File: config.mk
export PLATFORM = sky130hd
export DESIGN_NAME = lock_code_sender
export DESIGN_NICKNAME = d
export VERILOG_FILES = /design/src/rtl/lock_pkg.sv /design/src/rtl/lock_code_sender_code_store.sv /design/src/rtl/lock_code_sender.sv
export SDC_FILE = /design/constraint.sdc
export NUM_CORES = 1
export LEC_CHECK = 0
export CORE_MARGIN = 2
export CORE_UTILIZATION = 50
export DETAILED_ROUTE_END_ITERATION = 10
export GPL_TIMING_DRIVEN = 0
export PLACE_DENSITY_LB_ADDON = 0.15
export SETUP_SLACK_MARGIN = 0.2
export SYNTH_ARGS = -nofsm -noshare
export SYNTH_HDL_FRONTEND = slang
export SYNTH_SLANG_ARGS = --single-unit
File: constraint.sdc
create_clock -name clkOut -period 2.6 [get_ports clkOut]
set_clock_uncertainty 0.1 [all_clocks]
set_input_delay 0.52 -clock clkOut [delete_from_list [all_inputs] [get_ports clkOut]]
set_output_delay 0.52 -clock clkOut [all_outputs]
set_load 0.05 [all_outputs]
File: src/rtl/lock_pkg.sv
// Shared definitions for the combination-lock sender and receiver.
package lock_pkg;

    typedef enum logic [1:0] {IDLE, PULSE, GAP, FIN} state_t;

    // Factory combination, entry 0 is pressed first.
    localparam logic [3:0] DEFAULT_CODE [4] = '{4'b1000, 4'b0001, 4'b0100, 4'b0010};
    localparam logic [2:0] STEP_IDLE = 3'd4;

    function automatic int max2(input int a, input int b);
        return (a > b) ? a : b;
    endfunction

endpackage

File: src/rtl/lock_code_sender_code_store.sv
// 4x4 code register file; write-through read so a same-edge write to the
// entry being fetched is seen immediately.
module code_store
    import lock_pkg::*;
(
    input  logic       clkOut,
    input  logic       rst,
    input  logic       we,
    input  logic       busy,
    input  logic [1:0] idx,
    input  logic [3:0] val,
    input  logic [1:0] rd_idx,
    output logic [3:0] rd_val
);

    logic [3:0] mem_q [4];
    logic [3:0] mem_d [4];

    // Writes are frozen while a sequence is in flight.
    always_comb begin
        mem_d = mem_q;
        if (we && !busy)
            mem_d[idx] = val;
    end

    always_ff @(posedge clkOut or posedge rst) begin
        if (rst) mem_q <= DEFAULT_CODE;
        else     mem_q <= mem_d;
    end

    assign rd_val = mem_d[rd_idx];

endmodule

File: src/rtl/lock_code_sender.sv
// Plays the stored 4-step button code onto btn_out as press/release pulses.
module lock_code_sender
    import lock_pkg::*;
#(
    parameter int PULSE_CYC = 1,
    parameter int GAP_CYC   = 2
) (
    input  logic       clkOut,
    input  logic       rst,
    input  logic       start,
    input  logic       abort,
    input  logic       code_we,
    input  logic [1:0] code_idx,
    input  logic [3:0] code_val,
    output logic [3:0] btn_out,
    output logic       busy,
    output logic       done,
    output logic [2:0] step
);

    localparam int CW = $clog2(max2(PULSE_CYC, GAP_CYC)) + 1;

    state_t        state_q, state_d;
    logic [2:0]    step_q, step_d;
    logic [CW-1:0] cnt_q, cnt_d;
    logic [3:0]    btn_q, btn_d;
    logic          busy_q, busy_d;
    logic          done_q, done_d;
    logic [3:0]    code_rd;

    code_store u_store (
        .clkOut (clkOut),
        .rst    (rst),
        .we     (code_we),
        .busy   (busy_q),
        .idx    (code_idx),
        .val    (code_val),
        .rd_idx (step_d[1:0]),
        .rd_val (code_rd)
    );

    always_comb begin
        state_d = state_q;
        step_d  = step_q;
        cnt_d   = cnt_q;
        unique case (state_q)
            IDLE: if (start) begin
                state_d = PULSE;
                step_d  = 3'd0;
                cnt_d   = '0;
            end
            PULSE: if (cnt_q == CW'(PULSE_CYC - 1)) begin
                state_d = GAP;
                cnt_d   = '0;
            end else begin
                cnt_d = cnt_q + 1'b1;
            end
            GAP: if (cnt_q == CW'(GAP_CYC - 1)) begin
                cnt_d = '0;
                if (step_q == 3'd3) begin
                    state_d = FIN;
                end else begin
                    state_d = PULSE;
                    step_d  = step_q + 3'd1;
                end
            end else begin
                cnt_d = cnt_q + 1'b1;
            end
            FIN: begin
                state_d = IDLE;
                step_d  = STEP_IDLE;
            end
            default: begin
                state_d = IDLE;
                step_d  = STEP_IDLE;
            end
        endcase

        if (abort && state_q != IDLE) begin
            state_d = IDLE;
            step_d  = STEP_IDLE;
            cnt_d   = '0;
        end

        // Outputs are registered from the next state so they align with it.
        btn_d  = (state_d == PULSE) ? code_rd : 4'b0000;
        busy_d = (state_d == PULSE) || (state_d == GAP);
        done_d = (state_d == FIN);
    end

    always_ff @(posedge clkOut or posedge rst) begin
        if (rst) begin
            state_q <= IDLE;
            step_q  <= STEP_IDLE;
            cnt_q   <= '0;
            btn_q   <= '0;
            busy_q  <= 1'b0;
            done_q  <= 1'b0;
        end else begin
            state_q <= state_d;
            step_q  <= step_d;
            cnt_q   <= cnt_d;
            btn_q   <= btn_d;
            busy_q  <= busy_d;
            done_q  <= done_d;
        end
    end

    assign btn_out = btn_q;
    assign busy    = busy_q;
    assign done    = done_q;
    assign step    = step_q;

endmodule

# After elaboration in Yosys (flattened, before gate mapping)
# Cells that the tools add are included.
# word_totals
register_bits	29
latch_bits	0
mem_bits_rw	0
mem_bits_ro	0
in_bits	11
out_inout_bits	9
n_memories	0
# classes
n_addsub	2
multipliers	0
n_div	0
magnitude_cmp	3
n_eq_ne	11
shifts	0
muxes	24
bitwise_logic	2
n_reduce_logical	12
# op_table
op	n
$mux W2	9
$bwmux W16	1
$mux W16	1
$mux W4	4
$mux W3	4
$ne A3 B3 Y1 const B	3
$pmux W3 S3	1
$bmux W4 S2	1
$demux W4 S2	1
$eq A2 B2 Y1 const B	4
$pmux W2 S4	1
$reduce_bool A4 Y1	2
$eq A2 B1 Y1 const B	3
$ge A3 B3 Y1 const B	2
$not A2 Y3	2
$pmux W2 S3	1
$logic_not A2 Y1	2
$reduce_and A4 Y1	1
$add A3 B1 Y3 const B	1
$eq A3 B2 Y1 const B	1
$logic_and A1 B1 Y1	3
$lt A3 B1 Y1 const B	1
$add A2 B1 Y2 const B	1
$reduce_and A2 Y1	1
other kinds (3)	3

# Longest topological paths before layout
# depth
word_depth	11
depth_mapped	10

# By module
# Synthesis repeated with hierarchy kept, for this count alone.
# hier_totals
hier_cells	124
hier_area_um2	1530.2
# by_module_without_submodules
mod	n_inst	cells_per_inst	area_per_inst_um2	seq_area_each_um2
lock_code_sender	1	78	775.7	326.6
code_store	1	46	754.5	405.4

# Least setup slack after synthesis
# Ideal clock, no wire load.
# synth_timing
kind	register to register
startpoint	reg step_q[0], in the netlist step[0]
endpoint	reg btn_q[3], in the netlist btn_out[3]
setup_time_ns	0.134
t_arrival_ns	2.339
required_time_ns	2.366
setup_slack_ns	0.026
path_stages_with_launch	10
n_path_buf	0
period_less_slack_ns	2.574
cell_sequence	dfrtp_1 > ha_1 > nor2b_1 > o21ai_0 > a21o_2 > a211oi_1 > a21oi_1 > ha_1 > a21bo_1 > o22ai_1
# synth_between
elab_chain_len	10
elab_cells_between_ends	17
classes_between	1 x add/sub; 2 x eq/ne; 13 x mux; 1 x bitwise
# synth_lines
item	line	text
from (decl)	lock_code_sender.sv:24	logic [2:0] step_q, step_d;
from (signal assigned)	lock_code_sender.sv:101	step_q <= step_d;
$add A3 B1 Y3 or $eq A3 B2 Y1 (tied branches)	lock_code_sender.sv:64, lock_code_sender.sv:60	
$mux W3	lock_code_sender.sv:60	if (step_q == 3'd3) begin
$mux W3	lock_code_sender.sv:58	GAP: if (cnt_q == CW'(GAP_CYC - 1)) begin
$pmux W3 S3	lock_code_sender.sv:46	unique case (state_q)
$mux W3	lock_code_sender.sv:79	if (abort && state_q != IDLE) begin
$not A2 Y3 (implied by the code)	lock_code_sender_code_store.sv:31	assign rd_val = mem_d[rd_idx];
$bmux W4 S2	lock_code_sender_code_store.sv:31	
$mux W4 (implied by the code) (2 in a row)	lock_code_sender_code_store.sv:31	
$mux W4 (*)	lock_code_sender.sv:86	btn_d = (state_d == PULSE) ? code_rd : 4'b0000;
net btn_d[3]	lock_code_sender.sv:26	logic [3:0] btn_q, btn_d;
to (signal assigned)	lock_code_sender.sv:103	btn_q <= btn_d;
to (decl)	lock_code_sender.sv:26	
# Mark *: on every way through the listed nets, which the timed path passes. The rest lies on a longest branch. The select of a mux whose other input is x is not followed.
# A chain may end at the register's enable or synchronous reset.

# Final worst setup path
# layout_timing
startpoint	reg state_q[1]
endpoint	reg btn_q[2], in the netlist btn_out[2]
# layout_between
elab_chain_len	8
elab_cells_between_ends	19
classes_between	4 x eq/ne; 11 x mux; 1 x bitwise; 3 x reduce/logical
# layout_lines
item	line	text
from (decl)	lock_code_sender.sv:23	state_t state_q, state_d;
from (signal assigned)	lock_code_sender.sv:100	state_q <= state_d;
$eq A2 B2 Y1, or another cell as far along	lock_code_sender.sv:46	
$pmux W3 S3 or $logic_and A1 B1 Y1 (tied branches)	lock_code_sender.sv:46, lock_code_sender.sv:79	
$mux W3	lock_code_sender.sv:79	
$not A2 Y3 (implied by the code)	lock_code_sender_code_store.sv:31	
$bmux W4 S2	lock_code_sender_code_store.sv:31	
$mux W4 (implied by the code) (2 in a row)	lock_code_sender_code_store.sv:31	
$mux W4 (*)	lock_code_sender.sv:86	
net btn_d[2]	lock_code_sender.sv:26	
# Marked as above.

==> flow_metrics.py <==
metrics = {
    "final_layout": {
        "fillers": 269,
        "nets": 190,
        "multi_input_area_sq_um": 965,
        "drive_gt1_share_pct": 40.0,
        "antennaDiodeCount": 0,
        "regArea_sq_um": 737,
        "areaGrowthSynthToFinish_pct": 26.4,
    },
    "logic_synthesis": {
        "ys_ff_latch": 29,
        "yosysMostFrequentCell": "dfrtp_1",
        "ys.flop_type": "dfrtp_1",
        "synth_top_cell_by_area": "dfrtp_1",
        "ys_seq_area_share_pct": 43.6,
        "synth.net_count": 162,
        "synth_edf_count": 0,
        "yosys.area.top_type_share_pct": 35.7,
        "syn_avg_cell_area_sq_um": 11.9,
        "synth_top_family_by_area": "compound AO/OA/AOI/OAI gates",
        "yosys.area_share.adder_pct": 7.45,
        "synth_area_leaders": "dfrtp_1, mux2_2, dfstp_2",
        "yosys_warnings": 0,
        "synth_compound_area_share_pct": 21.1,
        "synthCells": 141,
        "synthTopCellsByCount": "dfrtp_1, mux2_2, ha_1",
        "synth_xor_area_share_pct": 0,
        "synthesis.area_sq_um": 1680,
        "yosysUniqueCellTypes": 44,
        "async_flop_share_pct": 100,
        "synth-simple-area-share_pct": 12.3,
        "muxShareOfSynthArea_pct": 11.4,
    },
    "clock_tree": {
        "cts_buffers": 5,
        "tritoncts": "done",
        "holdBufCountCts": 0,
        "path_clk_slew_ps": 100,
        "cts.sinks": 29,
        "clock_latency_ps": 340,
        "cts_max_level": 2,
        "cts-root-buf": "clkbuf_4",
        "clock_path_buffers": 2,
    },
    "power": {
        "powerDensity_nw_per_um2": 1120,
        "vdd_drop_max_v": 0.000642,
        "fin_total_pwr_mw": 2.38,
        "p_leak_nw": 0.888,
    },
    "setup_path": {
        "cp-end-kind": "flop",
        "reg2reg_from": "state_q[1]$_DFF_PP0_",
        "critPathArrivalTime_ps": 2490,
        "crit_type": "reg2reg",
        "reg2reg_depth": 9,
        "reg2reg_slack_ps": 210,
        "path_cells": "inv_1, ha_1, clkbuf_4, nand2b_4, a22o_1, and2_1, clkbuf_1, o32ai_1, o22ai_2",
        "cp-start-kind": "flop",
        "crit_required_ps": 2700,
        "slowest_delay_ps": 420,
        "path_max_fanout": 9,
        "slowest_stage": "dfrtp_2",
        "reg2reg_to": "btn_out[2]$_DFF_PP0_",
    },
    "timing": {
        "setup_viol": 0,
        "period_needed_ps": 2390,
        "min_period_over_period_pct": 91.8,
        "rsz0062_at_grt": "yes",
        "fmax_mhz": 419,
        "tightestPinTransition_ps": 1110,
        "holdWs_ps": 403,
        "slew_violations": 0,
        "slew_headroom_pct": 26.0,
        "hold_viol": 0,
    },
    "route": {
        "drtIter0Drc": 39,
        "vias": 1260,
        "vias_per_cell": 5.83,
        "route.detailed.drc": 0,
        "routedWlPerCell_um": 18.7,
        "drtAntennaViolNets": 0,
        "first_pass_iters": 4,
        "wirelength_um": 4050,
    },
    "worst_hold_path": {
        "hold_end": "u_store.mem_q[2]$_DFF_PP0_",
        "min_from": "u_store.mem_q[2]$_DFF_PP0_",
        "min_path_type": "reg2reg",
        "hold_depth": 1,
    },
    "floorplan": {
        "rows": 21,
        "core_area_sq_um": 3280,
        "die_area_sq_um": 3840,
        "start_util_pct": 51.2,
        "die_width_um": 62.0,
        "num_io_pins": 20,
        "die_height_um": 62.0,
    },
    "placement": {
        "place_hpwl_um": 2650,
        "gp_congestion": 0.789,
        "io_buffers": 19,
    },
    "global_route": {
        "track_usage_pct": 23.2,
        "grt_pass1_vias": 1217,
        "grt_overflow": 0,
        "grt_pass1_wl_um": 6260,
        "antenna_found_initial": 0,
        "grt_max_degree": 30,
    },
    "status": {
        "outcome": "complete, no violations",
    },
    "flow_run": {
        "drv_cap": 0,
    },
}
cells by family after synthesis:
| logic type | after synthesis |
|---|---|
| simple gates | 26 |
| flops | 29 |
| mux | 17 |
| fa+ha+maj | 10 |
| buf+inv | 14 |
| compound gates | 45 |
registers in the layout (all words and copies together), names as in the netlist:
name and count:
u_store.mem_q 16, btn_out 4, step 3, cnt_q 2, state_q 2, busy 1
done 1
worst max-delay path by stage:
stage,startpoint,end,slack (ps),depth (start not counted)
global route,state_q[1]$_DFF_PP0_,btn_out[2]$_DFF_PP0_,90,9
CTS,state_q[1]$_DFF_PP0_,btn_out[2]$_DFF_PP0_,220,7
floorplan,step[0]$_DFF_PP0_,btn_out[3]$_DFF_PP0_,220,9
finish,state_q[1]$_DFF_PP0_,btn_out[2]$_DFF_PP0_,210,9
global placement,abort,btn_out[1]$_DFF_PP0_,-130,5
detailed placement,abort,btn_out[2]$_DFF_PP0_,-180,5
through the flow:
step / cell area, sq um / setup TNS (ps) / setup WS, ps / util (%) / std cells
2_1_floorplan: 1680 / 0 / 222 / - / 141
3_3_place_gp: 1930 / -488 / -132 / 58.8 / 206
3_5_place_dp: 1930 / -672 / -177 / 58.8 / 206
4_1_cts: 2040 / 0 / 220 / 62.2 / 214
5_1_grt: 2120 / 0 / 90.6 / 64.7 / 216
6_report: 2120 / 0 / 213 / 64.7 / 216
worst max-delay path: cells and delay by family (launching register included):
family	cells	cell delay, ps
flops	1	420
buf+inv	3	480
compound gates	3	750
fa+ha+maj	1	180
simple gates	2	310
what timing repair did:
item / 4_1_cts / 5_1_grt
cloned: 0 / 0
pin swaps: 0 / 2
setup endpoints to repair: 4 / 4
setup buffers: 0 / 2
resized for setup: 5 / 15
placed cells by master, fill, tap and decap left out, types with 6 or more instances in the layout:
master / count
inv_1: 8
mux2_2: 15
clkbuf_4: 6
dfrtp_1: 20
a21o_2: 9
o32ai_1: 7
clkdlybuf4s50_1: 18
ha_1: 9
report_power, final:
part | internal, mW | switching, mW | leakage (nW)
Combinational | 0.518 | 0.693 | 0.491
Sequential | 0.672 | 0.0995 | 0.351
Clock | 0.229 | 0.164 | 0.0455
Total | 1.42 | 0.956 | 0.888
area by class of cell:
class | count | share of cell area [%]
clock buffer | 7 | 2.59
inverter | 9 | 1.59
tap | 46 | 2.71
clock inverter | 1 | 1.41
buffer | 5 | 1.83
timing repair buffer | 21 | 9.78
multi-input combinational | 98 | 45.4
sequential | 29 | 34.7
routing by layer:
metal | global-route usage [%] | vias to the layer above | share of wire [%]
li1 | - | 590 | -
met5 | 0 | - | 0
met4 | 7.29 | 0 | 1.3
met1 | 31.3 | 624 | 45
met3 | 6.00 | 7 | 6.0
met2 | 36.6 | 39 | 48
(Power assumes the default switching activity.)
